$ cat src/rtl/mux_arb_pkg.sv
`default_nettype none
// ============================================================================
//  Module   : mux_arb_pkg
//  Brief    : Shared types and constants for the round-robin mux arbiter.
//  Revision : 1.0 - initial release
// ============================================================================
package mux_arb_pkg;

    localparam int NUM_REQ           = 4;
    localparam int SEL_W             = 2;
    localparam int MAX_BURST_DEFAULT = 4;

    typedef enum logic [0:0] {
        ARB_IDLE  = 1'b0,
        ARB_GRANT = 1'b1
    } arb_state_t;

    // One-hot vector with only bit idx set
    function automatic logic [NUM_REQ-1:0] onehot(input logic [SEL_W-1:0] idx);
        logic [NUM_REQ-1:0] v;
        v      = '0;
        v[idx] = 1'b1;
        return v;
    endfunction

endpackage
`default_nettype wire

$ cat src/rtl/arb_rr_pick.sv
`default_nettype none
// ============================================================================
//  Module   : arb_rr_pick
//  Brief    : Combinational round-robin picker; first set request at or after
//             ptr, wrapping 3 -> 0.
//  Revision : 1.0 - initial release
// ============================================================================
module arb_rr_pick
    import mux_arb_pkg::*;
(
    input  logic [NUM_REQ-1:0] req,
    input  logic [SEL_W-1:0]   ptr,
    output logic [SEL_W-1:0]   winner,
    output logic               any
);

    logic [SEL_W-1:0] w_idx;

    // Scan from the farthest offset down so the nearest requester to ptr wins
    always_comb begin
        winner = ptr;
        any    = 1'b0;
        w_idx  = ptr;
        for (int k = NUM_REQ - 1; k >= 0; k--) begin
            w_idx = ptr + SEL_W'(k);
            if (req[w_idx]) begin
                winner = w_idx;
                any    = 1'b1;
            end
        end
    end

endmodule
`default_nettype wire

$ cat src/rtl/mux4.sv
`default_nettype none
// ============================================================================
//  Module   : mux4
//  Brief    : Single-bit 4:1 multiplexer used in the shared selection layer.
//  Revision : 1.0 - initial release
// ============================================================================
module mux4 (
    input  logic       d0,
    input  logic       d1,
    input  logic       d2,
    input  logic       d3,
    input  logic [1:0] s,
    output logic       y
);

    // Plain select of one of four inputs
    always_comb begin
        case (s)
            2'd0:    y = d0;
            2'd1:    y = d1;
            2'd2:    y = d2;
            default: y = d3;
        endcase
    end

endmodule
`default_nettype wire

$ cat src/rtl/mux_rr_arbiter.sv
`default_nettype none
// ============================================================================
//  Module   : mux_rr_arbiter
//  Brief    : Round-robin arbiter owning the 4:1 mux select; forwards the
//             granted requester's data over a valid/ready handshake.
//             Optional burst limit enabled by defining ARB_BURST_LIMIT_EN.
//  Revision : 1.0 - initial release
// ============================================================================
module mux_rr_arbiter
    import mux_arb_pkg::*;
#(
    parameter int DATA_W    = 1,
    parameter int MAX_BURST = MAX_BURST_DEFAULT
) (
    input  logic                clk,
    input  logic                rst,
    input  logic [NUM_REQ-1:0]  req,
    input  logic [DATA_W-1:0]   din0,
    input  logic [DATA_W-1:0]   din1,
    input  logic [DATA_W-1:0]   din2,
    input  logic [DATA_W-1:0]   din3,
    output logic [NUM_REQ-1:0]  ack,
    output logic [NUM_REQ-1:0]  grant,
    output logic [SEL_W-1:0]    sel,
    output logic                out_valid,
    output logic [DATA_W-1:0]   out_data,
    input  logic                out_ready,
    output logic                busy
);

    generate
        if (MAX_BURST < 1 || MAX_BURST > 16) begin : g_bad_burst
            $error("mux_rr_arbiter: MAX_BURST must be in 1..16");
        end
    endgenerate

    arb_state_t          r_state;
    logic [NUM_REQ-1:0]  r_grant;
    logic [SEL_W-1:0]    r_sel;
    logic [SEL_W-1:0]    r_ptr;

    logic [SEL_W-1:0]    w_winner;
    logic                w_any;
    logic                w_in_grant;
    logic                w_xfer;
    logic                w_burst_end;
    logic                w_release;

    arb_rr_pick u_pick (
        .req    (req),
        .ptr    (r_ptr),
        .winner (w_winner),
        .any    (w_any)
    );

    // Handshake is gated by state so nothing leaks out while idle or in reset
    assign w_in_grant = (r_state == ARB_GRANT);
    assign out_valid  = w_in_grant & req[r_sel];
    assign w_xfer     = out_valid & out_ready;
    assign ack        = w_xfer ? onehot(r_sel) : '0;
    assign w_release  = w_in_grant & (~req[r_sel] | w_burst_end);
    assign grant      = r_grant;
    assign sel        = r_sel;
    assign busy       = w_in_grant;

`ifdef ARB_BURST_LIMIT_EN
    localparam int CNT_W = (MAX_BURST > 1) ? $clog2(MAX_BURST) : 1;

    logic [CNT_W-1:0] r_cnt;

    assign w_burst_end = w_xfer & (r_cnt == CNT_W'(MAX_BURST - 1));

    // Beat counter: cleared on each new grant, advances only on accepted beats
    always_ff @(posedge clk or posedge rst) begin
        if (rst) begin
            r_cnt <= '0;
        end else if (r_state == ARB_IDLE) begin
            r_cnt <= '0;
        end else if (w_xfer && !w_burst_end) begin
            r_cnt <= r_cnt + CNT_W'(1);
        end
    end
`else
    assign w_burst_end = 1'b0;
`endif

    // Grant FSM: pick a winner from IDLE, hold it until release, then rotate ptr
    always_ff @(posedge clk or posedge rst) begin
        if (rst) begin
            r_state <= ARB_IDLE;
            r_grant <= '0;
            r_sel   <= '0;
            r_ptr   <= '0;
        end else begin
            case (r_state)
                ARB_IDLE: begin
                    if (w_any) begin
                        r_state <= ARB_GRANT;
                        r_grant <= onehot(w_winner);
                        r_sel   <= w_winner;
                    end
                end
                ARB_GRANT: begin
                    if (w_release) begin
                        r_state <= ARB_IDLE;
                        r_grant <= '0;
                        r_ptr   <= r_sel + SEL_W'(1);
                    end
                end
                default: begin
                    r_state <= ARB_IDLE;
                    r_grant <= '0;
                end
            endcase
        end
    end

    // Shared 4:1 selection layer, one mux per data bit
    generate
        for (genvar b = 0; b < DATA_W; b++) begin : g_bit
            mux4 u_mux (
                .d0 (din0[b]),
                .d1 (din1[b]),
                .d2 (din2[b]),
                .d3 (din3[b]),
                .s  (r_sel),
                .y  (out_data[b])
            );
        end
    endgenerate

endmodule
`default_nettype wire

$ cat config.mk
export PLATFORM = sky130hd
export DESIGN_NAME = mux_rr_arbiter
export DESIGN_NICKNAME = d
export VERILOG_FILES = /design/src/rtl/mux_arb_pkg.sv /design/src/rtl/arb_rr_pick.sv /design/src/rtl/mux4.sv /design/src/rtl/mux_rr_arbiter.sv
export SDC_FILE = /design/constraint.sdc
export NUM_CORES = 1
export LEC_CHECK = 0
export BUFFER_PORTS_ARGS = -buffer_cell sky130_fd_sc_hd__buf_2
export CORE_MARGIN = 2
export CORE_UTILIZATION = 35
export DETAILED_ROUTE_END_ITERATION = 8
export GPL_TIMING_DRIVEN = 0
export PLACE_DENSITY = 0.59
export SLEW_MARGIN = 10
export SYNTH_ARGS = -nofsm -noshare
export SYNTH_HDL_FRONTEND = slang
export SYNTH_HIERARCHICAL = 1
export SYNTH_SLANG_ARGS = --single-unit
export TNS_END_PERCENT = 20
$ cat constraint.sdc
create_clock -name clk -period 1.8 [get_ports clk]
set_input_delay 0.18 -clock clk [delete_from_list [all_inputs] [get_ports clk]]
set_output_delay 0.18 -clock clk [all_outputs]
set_load 0.005 [all_outputs]
# Word-level counts from Yosys, hierarchy flattened
# Index checks and enable logic that the tools add are counted.
[word_totals]
regBits = 9
input_bits = 11
out_inout_bits = 13
[op_classes]
addsub = 4
n_lt_le_gt_ge = 8
n_eq_ne = 4
n_mux = 30
bitwise = 5
reduce_logical = 6
[op_table]
columns = ["cell", "count"]
rows = [
  ["less-than comparator 2 x 3 -> 1 bit (second input constant)", 6],
  ["two-way mux 1 bit", 13],
  ["two-way mux 4 bit", 3],
  ["binary-select mux 1 bit (select 2 bit)", 5],
  ["two-way mux 2 bit", 4],
  ["case mux 4 bit (2 select lines)", 1],
  ["AND reduction 2 bit", 3],
  ["adder 2 x 1 -> 2 bit (second input constant)", 2],
  ["adder 2 bit (second input constant)", 2],
  ["demux 1 bit (select 2 bit)", 2],
  [">= comparator 2 x 1 -> 1 bit (second input constant)", 2],
  ["!= test 2 x 1 -> 1 bit (second input constant)", 2],
  ["AND 1 bit", 3],
  ["case mux 1 bit (3 select lines)", 1],
  ["equality test 2 x 1 -> 1 bit (second input constant)", 1],
  ["equality test 2 bit (second input constant)", 1],
  ["logical AND 1 bit", 2],
  ["zero test 2 bit", 1],
  ["inverter 1 bit", 2],
  ["case mux 1 bit (2 select lines)", 1],
]

# Logic depth before layout (Yosys ltp)
[depth]
word_depth = 13
depth_mapped = 6

# Hierarchy
# Netlist, hierarchy kept.
[by_module_without_submodules]
columns = ["module", "n_inst", "cells_each", "area_per_inst_um2"]
rows = [
  ["mux_rr_arbiter", 1, 54, 555.5],
  ["arb_rr_pick", 1, 16, 100.1],
  ["mux4", 1, 1, 22.5],
]

# Worst setup path before layout
# No wires, ideal clock.
[synth_path]
path_type = "reg2out"
startpoint = "reg r_sel[0] (netlist: sel[0])"
endpoint = "out ack[0]"
arrival_time_ns = 1.441
path_slack_ns = 0.179
path_stages_with_launch = 4
n_path_buf = 0
path_cell_list = "dfrtp_1 -> mux4_2 -> and3_4 -> and2_1"
[synth_via]
elab_chain_cells = 5
word_cells_on_any_way = 10
classes_between = "order compare (2); mux (5); bitwise (2); reduce/logical (1)"
[synth_rtl]
columns = ["element", "line_no", "source"]
rows = [
  ["start: declaration", "mux_rr_arbiter.sv:39", "logic [SEL_W-1:0] r_sel;"],
  ["start signal: assignment", "mux_rr_arbiter.sv:100", "r_sel <= w_winner;"],
  ["less-than comparator 2 x 3 -> 1 bit (not written as such), or another cell as far along", "mux_arb_pkg.sv:22", "v[idx] = 1'b1;"],
  ["logical AND 1 bit (not written as such) or two-way mux 1 bit (tied branches)", "mux_arb_pkg.sv:22, mux_rr_arbiter.sv:58", ""],
  ["two-way mux 1 bit (not written as such) or AND 1 bit (tied branches)", "mux_arb_pkg.sv:22, mux_rr_arbiter.sv:58", ""],
  ["demux 1 bit (select 2 bit) or AND 1 bit (tied branches)", "mux_arb_pkg.sv:22, mux_rr_arbiter.sv:59", ""],
  ["two-way mux 4 bit *", "mux_rr_arbiter.sv:60", "assign ack = w_xfer ? onehot(r_sel) : '0;"],
  ["end: declaration", "mux_rr_arbiter.sv:22", "output logic [NUM_REQ-1:0] ack,"],
]
# Mark *: on every way between the ends. The rest lies on a longest branch, timed or not. The select of a mux whose other input is x is not followed.

# Worst setup path after layout
# Ends and elaborated chain as after synthesis.

==> out/qor.txt <==
H-Tree Depth: 1
Finished Cell Area: 926 um^2
worst min path class: in -> async
post-synth cell types: 28
starting DRC count in detailed routing: 10
DR WL/cell: 11.9 um
Worst Path Buf+Inv: 1
maximum VDD drop: 593 uV
Core Region: 1780 um^2
die span in y: 48.0 um
RSZ-0062 raised after global routing: true
Worst path slowest cell: mux4_2
crit end category: output port
layout cell share with drive strength beyond 1: 0.437
crit path cell chain: mux4_2, and3_4, and2_4, buf_6
Synth Area in Adders: 0.0738
row cnt: 15
worst relative slew slack: 0.753
total power: 1.31 mW
final core utilization: 0.519
ranking of synthesized cells by area: dfrtp_1, ha_1, mux4_2
register bit total from synthesis: 9
Final Setup Violations: 0
final cycle utilization of the critical path: 0.991
Max clock buf depth: 2
Die Footprint: 2310 um^2
required time worst endpoint: 1620 ps
post-synthesis area per instance: 9.55 um^2
total CTS buffers: 3
status: finished, final reports clean
Synth Area in XOR/XNOR: 0
io pins: 24
Post-Synthesis Cells: 71
yosys warns: 6
dpl hpwl: 1.11 mm
Global Route Usage Sum: 0.148
max_cap viols: 0
GRT overflow: 0
clock skew: 4.71 ps
mux contribution to synthesized area: 0.177
Most used DFF post-synth: dfrtp_1
Ant. Diodes: 0
final hold vios: 0
vias in the first global route: 540
global-route wire length before repair: 2.27 mm
clk_lat worst skew: 260 ps
simple-gate share of the synthesized area: 0.264
initial antenna violation count: 0
clk sinks: 9
Clock Root Buffer: clkbuf_4
Via-to-Cell Ratio: 4.95
top cell type's share of synthesized area: 0.332
Initial Utilization: 0.380
post-layout min period: 1780 ps
Non-Filler Instances: 128
cell taking the most area after synthesis: dfrtp_1
residual DRC count: 0
Post-DP Area: 825 um^2
Syn Nets: 86
Largest delay share family, worst path: multiplexers
most frequent cell after synthesis: dfrtp_1
DRT Pass-1 Iters: 4
fin. max-slew vios: 0
power density over the cells: 1420 nW/um^2
CP max FO: 3
Post-synth EDFFs: 0
largest family of logic cells by synthesized area: simple AND/OR/NAND/NOR gates
routed via count: 633
Synth Area in Compound Gates: 0.120
WL final: 1.52 mm
post-synthesis sequential area ratio: 0.332
ANT nets after route: 0
largest net degree at the start of global routing: 11
Leakage: 0.474 nW
DIE WIDTH: 48.0 um
final setup TNS: 0 ps
CTS tree: done
Fmax: 561 MHz
Clock Pin Slew Worst Setup and Hold Paths: 60 ps
area delta synth->final: 36.5%
CP max stage delay: 530 ps
Crit Path Class: reg -> out
Final Wtd Congestion: 0.693
placed insts: 119
Port-buffer cells: 23
Netlist Area Pre-Place: 678 um^2
Layout Nets: 119
WP data arrival: 1600 ps
Tightest Pin Transition: 371 ps
Synth top cells by count: dfrtp_1, o21ai_0, nand2_1
CP Launch Type: register
ys async rst share: 1.00
## logic make-up (layout without fill, tap and decap cells)
logic type	Yosys count	after routing
adder cells (fa/ha/maj)	4	4
AND/OR/NAND/NOR	31	31
flip-flops	9	9
buffers and inverters	6	38
AO/OA/AOI/OAI	12	12
multiplexers	9	9
## power by group
group	leakage (nW)	switching, mW	internal, mW
Sequential	0.111	0.101	0.301
Combinational	0.348	0.339	0.415
Clock	0.0150	0.0725	0.0855
## worst min-delay path, delay by kind of cell
kind                   cells  cell delay [ps]
buffers and inverters      3              920
## through the flow
stage	setup slack, ps	hold WS [ps]
2_1_floorplan	179	7.92
3_3_place_gp	-6.29	158
3_5_place_dp	-25.8	168
4_1_cts	0.999	429
5_1_grt	-36.4	448
6_report	16.5	421
## state kept, by name (all words and copies together), names as in the netlist
| name | count |
|---|---|
| busy | 1 |
| grant | 4 |
| r_ptr | 2 |
| sel | 2 |
## what timing repair did
action,in CTS,in global routing
resized for setup,1,9
hold buffers,1,0
setup endpoints to repair,5,7
pin swaps,1,5
setup buffers,3,1
hold endpoints to repair,9,0
## final timing paths
kind | startpoint | to | slack [ps] | cells past startpoint
max in group asynchronous | rst | sel[0] | 1090 | 3
min | rst | grant[3] | 420 | 3
max | sel[0] | ack[0] | 20 | 4
max reg2reg | r_ptr[0] | grant[2] | 140 | 6
min in group clk | req[1] | sel[1] | 420 | 5
min reg2reg | grant[1] | grant[1] | 540 | 2
## layout by cell type, fill, tap and decap left out
| cell type | count |
|---|---|
| dfrtp_1 | 8 |
| o221a_2 | 1 |
| dlygate4sd3_1 | 1 |
| and4_1 | 1 |
| nand3_1 | 4 |
| nor2b_1 | 3 |
| or4_1 | 1 |
| ha_1 | 4 |
| nand2b_1 | 1 |
| o22ai_2 | 1 |
| buf_4 | 3 |
| mux2_1 | 2 |
| o21ai_0 | 7 |
| a2bb2oi_1 | 1 |
| nand2_2 | 1 |
| and3b_1 | 1 |
| a32oi_1 | 1 |
| buf_6 | 4 |
| buf_2 | 20 |
| clkbuf_4 | 3 |
| clkbuf_1 | 3 |
| and2b_1 | 1 |
| dfrtp_2 | 1 |
| nor2_1 | 5 |
| mux2i_1 | 3 |
| mux2_2 | 2 |
| and2b_2 | 2 |
| and3_4 | 1 |
| a21oi_1 | 1 |
| mux4_2 | 2 |
| and2_4 | 4 |
| nor3_1 | 1 |
| nand2_1 | 5 |
| inv_1 | 4 |
## final cells by class
| type | count | area [um^2] |
|---|---|---|
| inverters | 4 | 15.0 |
| multi-input cells | 56 | 442 |
| flip-flops and latches | 9 | 226 |
| clock buffers | 4 | 26.3 |
| plain buffers | 2 | 7.51 |
| repair buffers | 28 | 178 |
| well taps | 25 | 31.3 |
| fillers | 177 | 857 |
## routing by layer
layer / global-route usage / up-vias / wire length (um)
li1: - / 318 / -
met5: 0 / - / 0
met4: 0.0649 / 0 / 10
met3: 0.0453 / 2 / 83
met1: 0.179 / 291 / 679
met2: 0.240 / 22 / 746
Note: power is estimated with default switching activity, not from simulation.
